[src/rtl/inst_rom_loader_if.sv]
// Fetch and program-load signal bundle for the instruction ROM.
// master = processor/board side, slave = ROM side.
interface inst_rom_loader_if #(
  parameter int unsigned ADDR_WIDTH = 4,
  parameter int unsigned DATA_WIDTH = 16
);
  logic [ADDR_WIDTH-1:0] address;
  logic [DATA_WIDTH-1:0] instruction;
  logic                  load_start;
  logic                  load_valid;
  logic [DATA_WIDTH-1:0] load_data;
  logic                  load_ready;
  logic                  loading;
  logic [ADDR_WIDTH-1:0] load_count;
  logic                  load_done;

  modport master (
    output address, load_start, load_valid, load_data,
    input  instruction, load_ready, loading, load_count, load_done
  );

  modport slave (
    input  address, load_start, load_valid, load_data,
    output instruction, load_ready, loading, load_count, load_done
  );
endinterface

[src/rtl/inst_rom_loader.sv]
// Register-based instruction ROM with a default program image and a
// handshaked full-image reload port; fetch output is NOP while loading.
module inst_rom_loader #(
  parameter int unsigned ROM_SIZE   = 16,
  parameter int unsigned ADDR_WIDTH = 4,
  parameter int unsigned DATA_WIDTH = 16
) (
  input  logic              clk,
  input  logic              rst,
  inst_rom_loader_if.slave  rom_bus
);

  typedef enum logic [1:0] {IDLE, LOAD, DONE} state_t;

  localparam logic [ADDR_WIDTH-1:0] LAST_IDX  = ADDR_WIDTH'(ROM_SIZE - 1);
  localparam logic [ADDR_WIDTH:0]   ROM_LIMIT = (ADDR_WIDTH + 1)'(ROM_SIZE);

  state_t                state_q, state_d;
  logic [ADDR_WIDTH-1:0] cnt_q, cnt_d;
  logic [DATA_WIDTH-1:0] instr_q, instr_d;
  logic [DATA_WIDTH-1:0] mem_q [ROM_SIZE];
  logic                  wr_en;

  function automatic logic [DATA_WIDTH-1:0] default_word(input int unsigned idx);
    case (idx)
      0:       return DATA_WIDTH'(16'h1205);
      1:       return DATA_WIDTH'(16'hB201);
      2:       return DATA_WIDTH'(16'hC400);
      3:       return DATA_WIDTH'(16'h8100);
      4:       return DATA_WIDTH'(16'hF200);
      5:       return DATA_WIDTH'(16'h8400);
      default: return '0;
    endcase
  endfunction

  always_ff @(posedge clk or posedge rst) begin
    if (rst) begin
      state_q <= IDLE;
      cnt_q   <= '0;
      instr_q <= '0;
    end else begin
      state_q <= state_d;
      cnt_q   <= cnt_d;
      instr_q <= instr_d;
    end
  end

  // Reset reloads the default image, so a partial load never survives it.
  always_ff @(posedge clk or posedge rst) begin
    if (rst) begin
      for (int unsigned i = 0; i < ROM_SIZE; i++) begin
        mem_q[i] <= default_word(i);
      end
    end else if (wr_en) begin
      mem_q[cnt_q] <= rom_bus.load_data;
    end
  end

  always_comb begin
    state_d = state_q;
    cnt_d   = cnt_q;
    wr_en   = 1'b0;
    case (state_q)
      IDLE: begin
        if (rom_bus.load_start) begin
          state_d = LOAD;
          cnt_d   = '0;
        end
      end
      LOAD: begin
        if (rom_bus.load_valid) begin
          wr_en = 1'b1;
          if (cnt_q == LAST_IDX) begin
            state_d = DONE;
            cnt_d   = '0;
          end else begin
            cnt_d = cnt_q + 1'b1;
          end
        end
      end
      DONE:    state_d = IDLE;
      default: state_d = IDLE;
    endcase
  end

  always_comb begin
    instr_d = '0;
    if (state_q == IDLE && {1'b0, rom_bus.address} < ROM_LIMIT) begin
      instr_d = mem_q[rom_bus.address];
    end
  end

  assign rom_bus.instruction = instr_q;
  assign rom_bus.load_ready  = (state_q == LOAD);
  assign rom_bus.loading     = (state_q != IDLE);
  assign rom_bus.load_done   = (state_q == DONE);
  assign rom_bus.load_count  = cnt_q;

endmodule

[src/flat_wrapper.sv]
// flat-port wrapper written by rule: the top's interface ports become plain ports
module inst_rom_loader_flat 
#(
  parameter int unsigned ROM_SIZE   = 16,
  parameter int unsigned ADDR_WIDTH = 4,
  parameter int unsigned DATA_WIDTH = 16
)
  (clk, rst, rom_bus_address, rom_bus_load_start, rom_bus_load_valid, rom_bus_load_data, rom_bus_instruction, rom_bus_load_ready, rom_bus_loading, rom_bus_load_count, rom_bus_load_done);
  inst_rom_loader_if #(.ADDR_WIDTH(ADDR_WIDTH), .DATA_WIDTH(DATA_WIDTH)) rom_bus_i ();
  input  logic clk;
  input  logic rst;
  input wire logic [$bits(rom_bus_i.address)-1:0] rom_bus_address;
  input wire logic [$bits(rom_bus_i.load_start)-1:0] rom_bus_load_start;
  input wire logic [$bits(rom_bus_i.load_valid)-1:0] rom_bus_load_valid;
  input wire logic [$bits(rom_bus_i.load_data)-1:0] rom_bus_load_data;
  output wire logic [$bits(rom_bus_i.instruction)-1:0] rom_bus_instruction;
  output wire logic [$bits(rom_bus_i.load_ready)-1:0] rom_bus_load_ready;
  output wire logic [$bits(rom_bus_i.loading)-1:0] rom_bus_loading;
  output wire logic [$bits(rom_bus_i.load_count)-1:0] rom_bus_load_count;
  output wire logic [$bits(rom_bus_i.load_done)-1:0] rom_bus_load_done;
  assign rom_bus_i.address = rom_bus_address;
  assign rom_bus_i.load_start = rom_bus_load_start;
  assign rom_bus_i.load_valid = rom_bus_load_valid;
  assign rom_bus_i.load_data = rom_bus_load_data;
  assign rom_bus_instruction = rom_bus_i.instruction;
  assign rom_bus_load_ready = rom_bus_i.load_ready;
  assign rom_bus_loading = rom_bus_i.loading;
  assign rom_bus_load_count = rom_bus_i.load_count;
  assign rom_bus_load_done = rom_bus_i.load_done;
  inst_rom_loader #(.ROM_SIZE(ROM_SIZE), .ADDR_WIDTH(ADDR_WIDTH), .DATA_WIDTH(DATA_WIDTH)) u_core (.clk(clk), .rst(rst), .rom_bus(rom_bus_i));
endmodule
[config.mk]
export PLATFORM = sky130hd
export DESIGN_NAME = inst_rom_loader_flat
export DESIGN_NICKNAME = d
export VERILOG_FILES = /design/src/rtl/inst_rom_loader_if.sv /design/src/rtl/inst_rom_loader.sv /design/src/flat_wrapper.sv
export SDC_FILE = /design/constraint.sdc
export NUM_CORES = 1
export LEC_CHECK = 0
export ABC_AREA = 1
export BUFFER_PORTS_ARGS = -buffer_cell sky130_fd_sc_hd__buf_2
export CORE_MARGIN = 8
export CORE_UTILIZATION = 55
export DETAILED_ROUTE_END_ITERATION = 16
export PLACE_DENSITY = 0.86
export SETUP_SLACK_MARGIN = 0.2
export SYNTH_ARGS = -nofsm -noshare
export SYNTH_HDL_FRONTEND = slang
export SYNTH_SLANG_ARGS = --single-unit
[constraint.sdc]
create_clock -name clk -period 9.1 [get_ports clk]
set_clock_uncertainty 0.15 [all_clocks]
set_input_delay 0.91 -clock clk [delete_from_list [all_inputs] [get_ports clk]]
set_output_delay 0.91 -clock clk [all_outputs]
set_load 0.02 [all_outputs]
# Yosys cells after proc, flatten, opt, wreduce, memory -nomap -nowiden
# Cells that the tools add are included.
dict set report word_totals {
  register_bits 278
  latchBits 0
  ram_bits 0
  mem_bits_ro 0
  output_inout_bits 23
  word_cells 54
  mem_count 0
}
dict set report classes {
  add_sub_neg 1
  multipliers 0
  n_div 0
  order_cmp 3
  n_eq_ne 6
  shifts 0
  muxes 17
  n_bitwise 2
  reduce_logical 6
}
# cell count
set ops {}
lappend ops {{bitwise mux 256 bit} 1}
lappend ops {{binary-select mux 16 bit (select 4 bit)} 1}
lappend ops {{demux 16 bit (select 4 bit)} 1}
lappend ops {{2-to-1 mux 16 bit} 4}
lappend ops {{2-to-1 mux 4 bit} 3}
lappend ops {{greater-or-equal comparator 5 bit, second input constant} 2}
lappend ops {{inverter 4 -> 5 bit} 2}
lappend ops {{case mux 4 bit (2 select lines)} 1}
lappend ops {{2-to-1 mux 2 bit} 3}
lappend ops {{AND reduction 3 bit} 2}
lappend ops {{less-than comparator 5 x 1 -> 1 bit, second input constant} 1}
lappend ops {{adder 4 x 1 -> 4 bit, second input constant} 1}
lappend ops {{equality test 4 bit, second input constant} 1}
lappend ops {{!= test 2 bit, second input constant} 2}
lappend ops {{case mux 2 bit (2 select lines)} 1}
lappend ops {{nonzero test 2 bit} 2}
lappend ops {{equality test 2 x 1 -> 1 bit, second input constant} 1}
lappend ops {{equality test 2 bit, second input constant} 1}
lappend ops {{logical NOT 2 bit} 1}
lappend ops {{2-to-1 mux 1 bit} 2}
lappend ops {{!= test 2 x 1 -> 1 bit, second input constant} 1}
lappend ops {{logical AND 1 bit} 1}

# Longest topological paths before layout
dict set report logic_depth {
  depth_word 6
  depth_mapped 10
  depth_no_buf 9
}

# Worst setup path before layout
# Ideal clock, no wire load.
dict set report synth_path {
  path_kind {reg-to-output}
  startpoint {register u_core.state_q[1]}
  endpoint {output port rom_bus_loading}
  t_arrival_ps 968
  required_time_ps 8040
  setup_slack_ps 7072
  path_stages_with_launch 4
  path_buffers 1
  path_cell_list {dfrtp_1 nor2_1 clkinv_1 clkbuf_1}
}
dict set report synth_via {
  elab_chain_cells 1
}
# element line
set synth_rtl {}
lappend synth_rtl {{start, declared} inst_rom_loader.sv:18} ;# state_t state_q, state_d;
lappend synth_rtl {{start signal, assigned} inst_rom_loader.sv:42} ;# state_q <= state_d;
lappend synth_rtl {{nonzero test 2 bit} inst_rom_loader.sv:95} ;# assign rom_bus.loading = (state_q != IDLE);
lappend synth_rtl {{end, declared} flat_wrapper.sv:18} ;# output wire logic [$bits(rom_bus_i.loading)-1:0] rom_bus_loading;
# Every way passes these cells.

# Worst setup path after layout
dict set report layout_path {
  startpoint {input port rom_bus_address[0]}
  endpoint {register u_core.instr_q[3] (netlist: u_core.rom_bus.instruction[3])}
}
dict set report layout_via {
  elab_chain_cells 5
}
# element line
set layout_rtl {}
lappend layout_rtl {{start, declared} flat_wrapper.sv:12} ;# input wire logic [$bits(rom_bus_i.address)-1:0] rom_bus_address;
lappend layout_rtl {{inverter 4 -> 5 bit (not written as such)} inst_rom_loader.sv:89} ;# instr_d = mem_q[rom_bus.address];
lappend layout_rtl {{binary-select mux 16 bit (select 4 bit)} inst_rom_loader.sv:89}
lappend layout_rtl {{2-to-1 mux 16 bit (not written as such) (2 in a row)} inst_rom_loader.sv:89}
lappend layout_rtl {{2-to-1 mux 16 bit} inst_rom_loader.sv:88} ;# if (state_q == IDLE && {1'b0, rom_bus.address} < ROM_LIMIT) begin
lappend layout_rtl {{net u_core.instr_d[3]} inst_rom_loader.sv:20} ;# logic [DATA_WIDTH-1:0] instr_q, instr_d;
lappend layout_rtl {{end signal, assigned} inst_rom_loader.sv:44} ;# instr_q <= instr_d;
lappend layout_rtl {{end, declared} inst_rom_loader.sv:20}
# The timed path passes the listed nets, and every way through them passes these cells. The select of a mux whose other input is x is not followed.
# A chain may end at the register's enable or synchronous reset.

==> impl_metrics.json <==
{
  "drc_errors": 0,
  "r2r_cells": 3,
  "wl_met1_mm": 14.2,
  "crit_start": "rom_bus_address[0]",
  "swShare_pct": 34.6,
  "mostFrequentLayoutCell": "nand2_1",
  "power.internal_mw": 3.12,
  "slowest_stage": "clkinv_2",
  "clk_latency_ns": 0.56,
  "crit_family": "buffers and inverters",
  "crit_required_ns": 9.38,
  "routed-via-count": 11500,
  "crit_chain": "buf_4, clkinv_2, buf_4, nand2_1, nand3_1, nand3_1, nand3_1, a21oi_1",
  "core_mm2": 0.0241,
  "synth_area_mm2": 0.0133,
  "instances_no_fill": 2037,
  "rows": 57,
  "r2r_setup_slack_ns": 6.80,
  "hpwl_mm": 20.6,
  "fillers": 2020,
  "worst_slack_ns": 5.57,
  "drive_gt1_share_pct": 9.23,
  "synth_top_family_by_area": "simple AND/OR/NAND/NOR gates",
  "synth_seq_area_share_pct": 52.3,
  "postSynthCellCount": 1719,
  "rsz0062_at_grt": "false",
  "globalRouteOverflowTotal": 0,
  "fin_util_pct": 60.4,
  "p_per_area_mw_per_mm2": 327,
  "p_seq_share_pct": 43.6,
  "routed_wl_mm": 36.2,
  "yosys.area_share.adder_pct": 0.375,
  "crit_cells": 8,
  "ios": 47,
  "cts_tree": "built",
  "yosys.area_share.simple_pct": 25.5,
  "worstSetupPathType": "in -> reg",
  "crit_fanout": 69,
  "top_layer": "met5",
  "power.switching_mw": 1.65,
  "maxSlewViolCount": 0,
  "critPathMaxStageDelay_ns": 0.94,
  "wl_per_cell_um": 17.8,
  "setup-tns-final_ns": 0,
  "combPwrFrac_pct": 28.8,
  "wl_met3_mm": 4.32,
  "max_slew.worst_pin.slew_ns": 1.12,
  "fin_nets": 1716,
  "synth_mux_area_share_pct": 0,
  "setup.worst_path.end_class": "register",
  "critPathBufInv": 3,
  "vdd_drop_max_v": 0.000186,
  "dieArea_mm2": 0.0295,
  "r2r-start": "u_core.rom_bus.load_count[2]",
  "critPathArrivalTime_ns": 3.80,
  "path_clk_slew_ns": 0.06,
  "cts_num_sinks": 278,
  "cts_setup_buffers": 0,
  "finalSetupViolations": 0,
  "cts.path.max_buffers": 3,
  "cap_violations": 0,
  "syn2layout_area_growth_pct": 9.16,
  "synth.avg_cell_area_um2": 7.76,
  "antenna_found_initial": 3,
  "grt_pass1_wl_mm": 60.0,
  "leakagePower_nw": 7.24,
  "post_cts_resized": 0,
  "ctsHoldBuffers": 0,
  "synth-seq-cells": 278,
  "finalCritPeriodShare_pct": 38.8,
  "grt_pass1_vias": 11500,
  "status": "finished, final reports clean",
  "hold_path.class": "reg -> reg",
  "syn_nets": 1747,
  "root_buffer": "clkbuf_16",
  "yosysWarnings": 0,
  "crit_path_end": "u_core.rom_bus.instruction[3]",
  "cpMostUsedCell": "nand3_1",
  "fmax_ghz": 0.283,
  "synth_compound_area_share_pct": 10.6,
  "grt_use_total_pct": 25.5,
  "grt_max_degree": 133,
  "drt_iter0_drc": 1548,
  "synthXorXnorAreaFrac_pct": 0,
  "reg2reg_to": "u_core.mem_q[216]",
  "start_util_pct": 55.4,
  "die_h_um": 172,
  "startpoint_type": "input port",
  "hold_viol": 0,
  "maxSlewHeadroom_pct": 25.4,
  "wl_met2_mm": 16.3,
  "post-place-ws_ns": 5.19,
  "ant_nets": 0,
  "most-common-layout-cells": "562 x nand2_1, 257 x dfrtp_1, 241 x inv_1, 208 x nand3_1, 202 x o21ai_0",
  "clkPwrFrac_pct": 27.6,
  "gp_congestion": 0.817,
  "h-tree-depth": 1,
  "cts_buffers": 29,
  "firstDrtPassIters": 6,
  "synthDistinctLibCells": 26,
  "die_x_um": 172,
  "vias_per_cell": 5.67,
  "io_buffer_count": 46,
  "dp_cells": 1981,
  "period_needed_ns": 3.53
}
-- power groups by stage --
| stage | Combinational [mW] | Sequential [mW] | Clock, mW |
|---|---|---|---|
| floorplan | 1.03 | 2.05 | 0 |
| global placement | 1.27 | 2.05 | 0 |
| detailed placement | 1.34 | 2.08 | 0 |
| CTS | 1.37 | 2.07 | 1.32 |
| global route | 1.59 | 2.12 | 1.37 |
| finish | 1.37 | 2.08 | 1.31 |
-- registers in the layout, summed over array words and instances (netlist names) --
signal and count:
u_core.rom_bus.load_count 4, u_core.state_q 2, u_core.rom_bus.instruction 16, u_core.mem_q 256
-- synthesized netlist by cell type --
master | number | area share [%]
dfrtp_1 | 257 | 48
nor3_1 | 1 | 0.037
nand2_2 | 1 | 0.047
nand3_2 | 3 | 0.23
nor2_2 | 1 | 0.047
clkbuf_1 | 56 | 1.6
inv_2 | 2 | 0.056
ha_1 | 4 | 0.38
nand2_4 | 5 | 0.42
buf_4 | 20 | 1.1
clkinv_1 | 1 | 0.028
buf_1 | 12 | 0.34
nor2_4 | 12 | 1.0
o21ai_2 | 6 | 0.39
nor2_1 | 3 | 0.084
buf_6 | 3 | 0.25
inv_1 | 243 | 6.8
nand4_1 | 1 | 0.047
nand3_1 | 208 | 7.8
dfstp_2 | 21 | 4.1
o21ai_1 | 51 | 1.9
a21oi_1 | 18 | 0.68
o21ai_0 | 202 | 7.6
nand2_1 | 562 | 16
buf_2 | 25 | 0.94
clkinv_4 | 1 | 0.066
-- layout make-up --
type	instances	area (um2)	area share, %
clock inverters	10	183	1.25
inverters	247	941	6.46
clock buffers	44	892	6.12
well taps	324	405	2.78
multi-input cells	1078	4870	33.4
flip-flops and latches	278	6980	47.9
diodes	2	5.00	0.0344
repair buffers	54	293	2.01
-- worst register-to-register path: stages (launching register included) --
cell and delay, ns:
dfrtp_1 0.46, nor2_1 0.37, nand3_2 0.72, o21ai_0 0.49
-- metrics by stage --
step / hold slack (ns) / cell area [um2] / power (mW)
final: 0.330 / 14600 / 4.77
after global routing: 0.337 / 14600 / 5.08
after CTS: 0.328 / 14600 / 4.75
after detailed placement: 0.319 / 13500 / 3.42
after global placement: 0.312 / 13500 / 3.32
after floorplan: 0.300 / 13300 / 3.08
-- logic make-up after synthesis --
group,count (synthesis)
simple gates,797
buf+inv,363
fa+ha+maj,4
flops,278
compound gates,277
-- layer usage --
| layer | GRT usage (%) | up-vias |
|---|---|---|
| li1 | - | 5275 |
| met1 | 33.3 | 5473 |
| met2 | 40.4 | 682 |
| met3 | 6.22 | 114 |
| met4 | 10.5 | 2 |
| met5 | 0 | - |
-- worst min-delay path by stage --
| stage | start | to | slack, ns | cells past startpoint |
|---|---|---|---|---|
| 2_1_floorplan | u_core.mem_q[200] | u_core.mem_q[200] | 0.30 | 2 |
| 3_3_place_gp | u_core.mem_q[224] | u_core.mem_q[224] | 0.31 | 2 |
| 3_5_place_dp | u_core.mem_q[200] | u_core.mem_q[200] | 0.32 | 2 |
| 4_1_cts | u_core.mem_q[200] | u_core.mem_q[200] | 0.33 | 2 |
| 5_1_grt | u_core.mem_q[224] | u_core.mem_q[224] | 0.34 | 2 |
| 6_report | u_core.mem_q[200] | u_core.mem_q[200] | 0.33 | 2 |
Note: power is estimated with default switching activity, not from simulation.
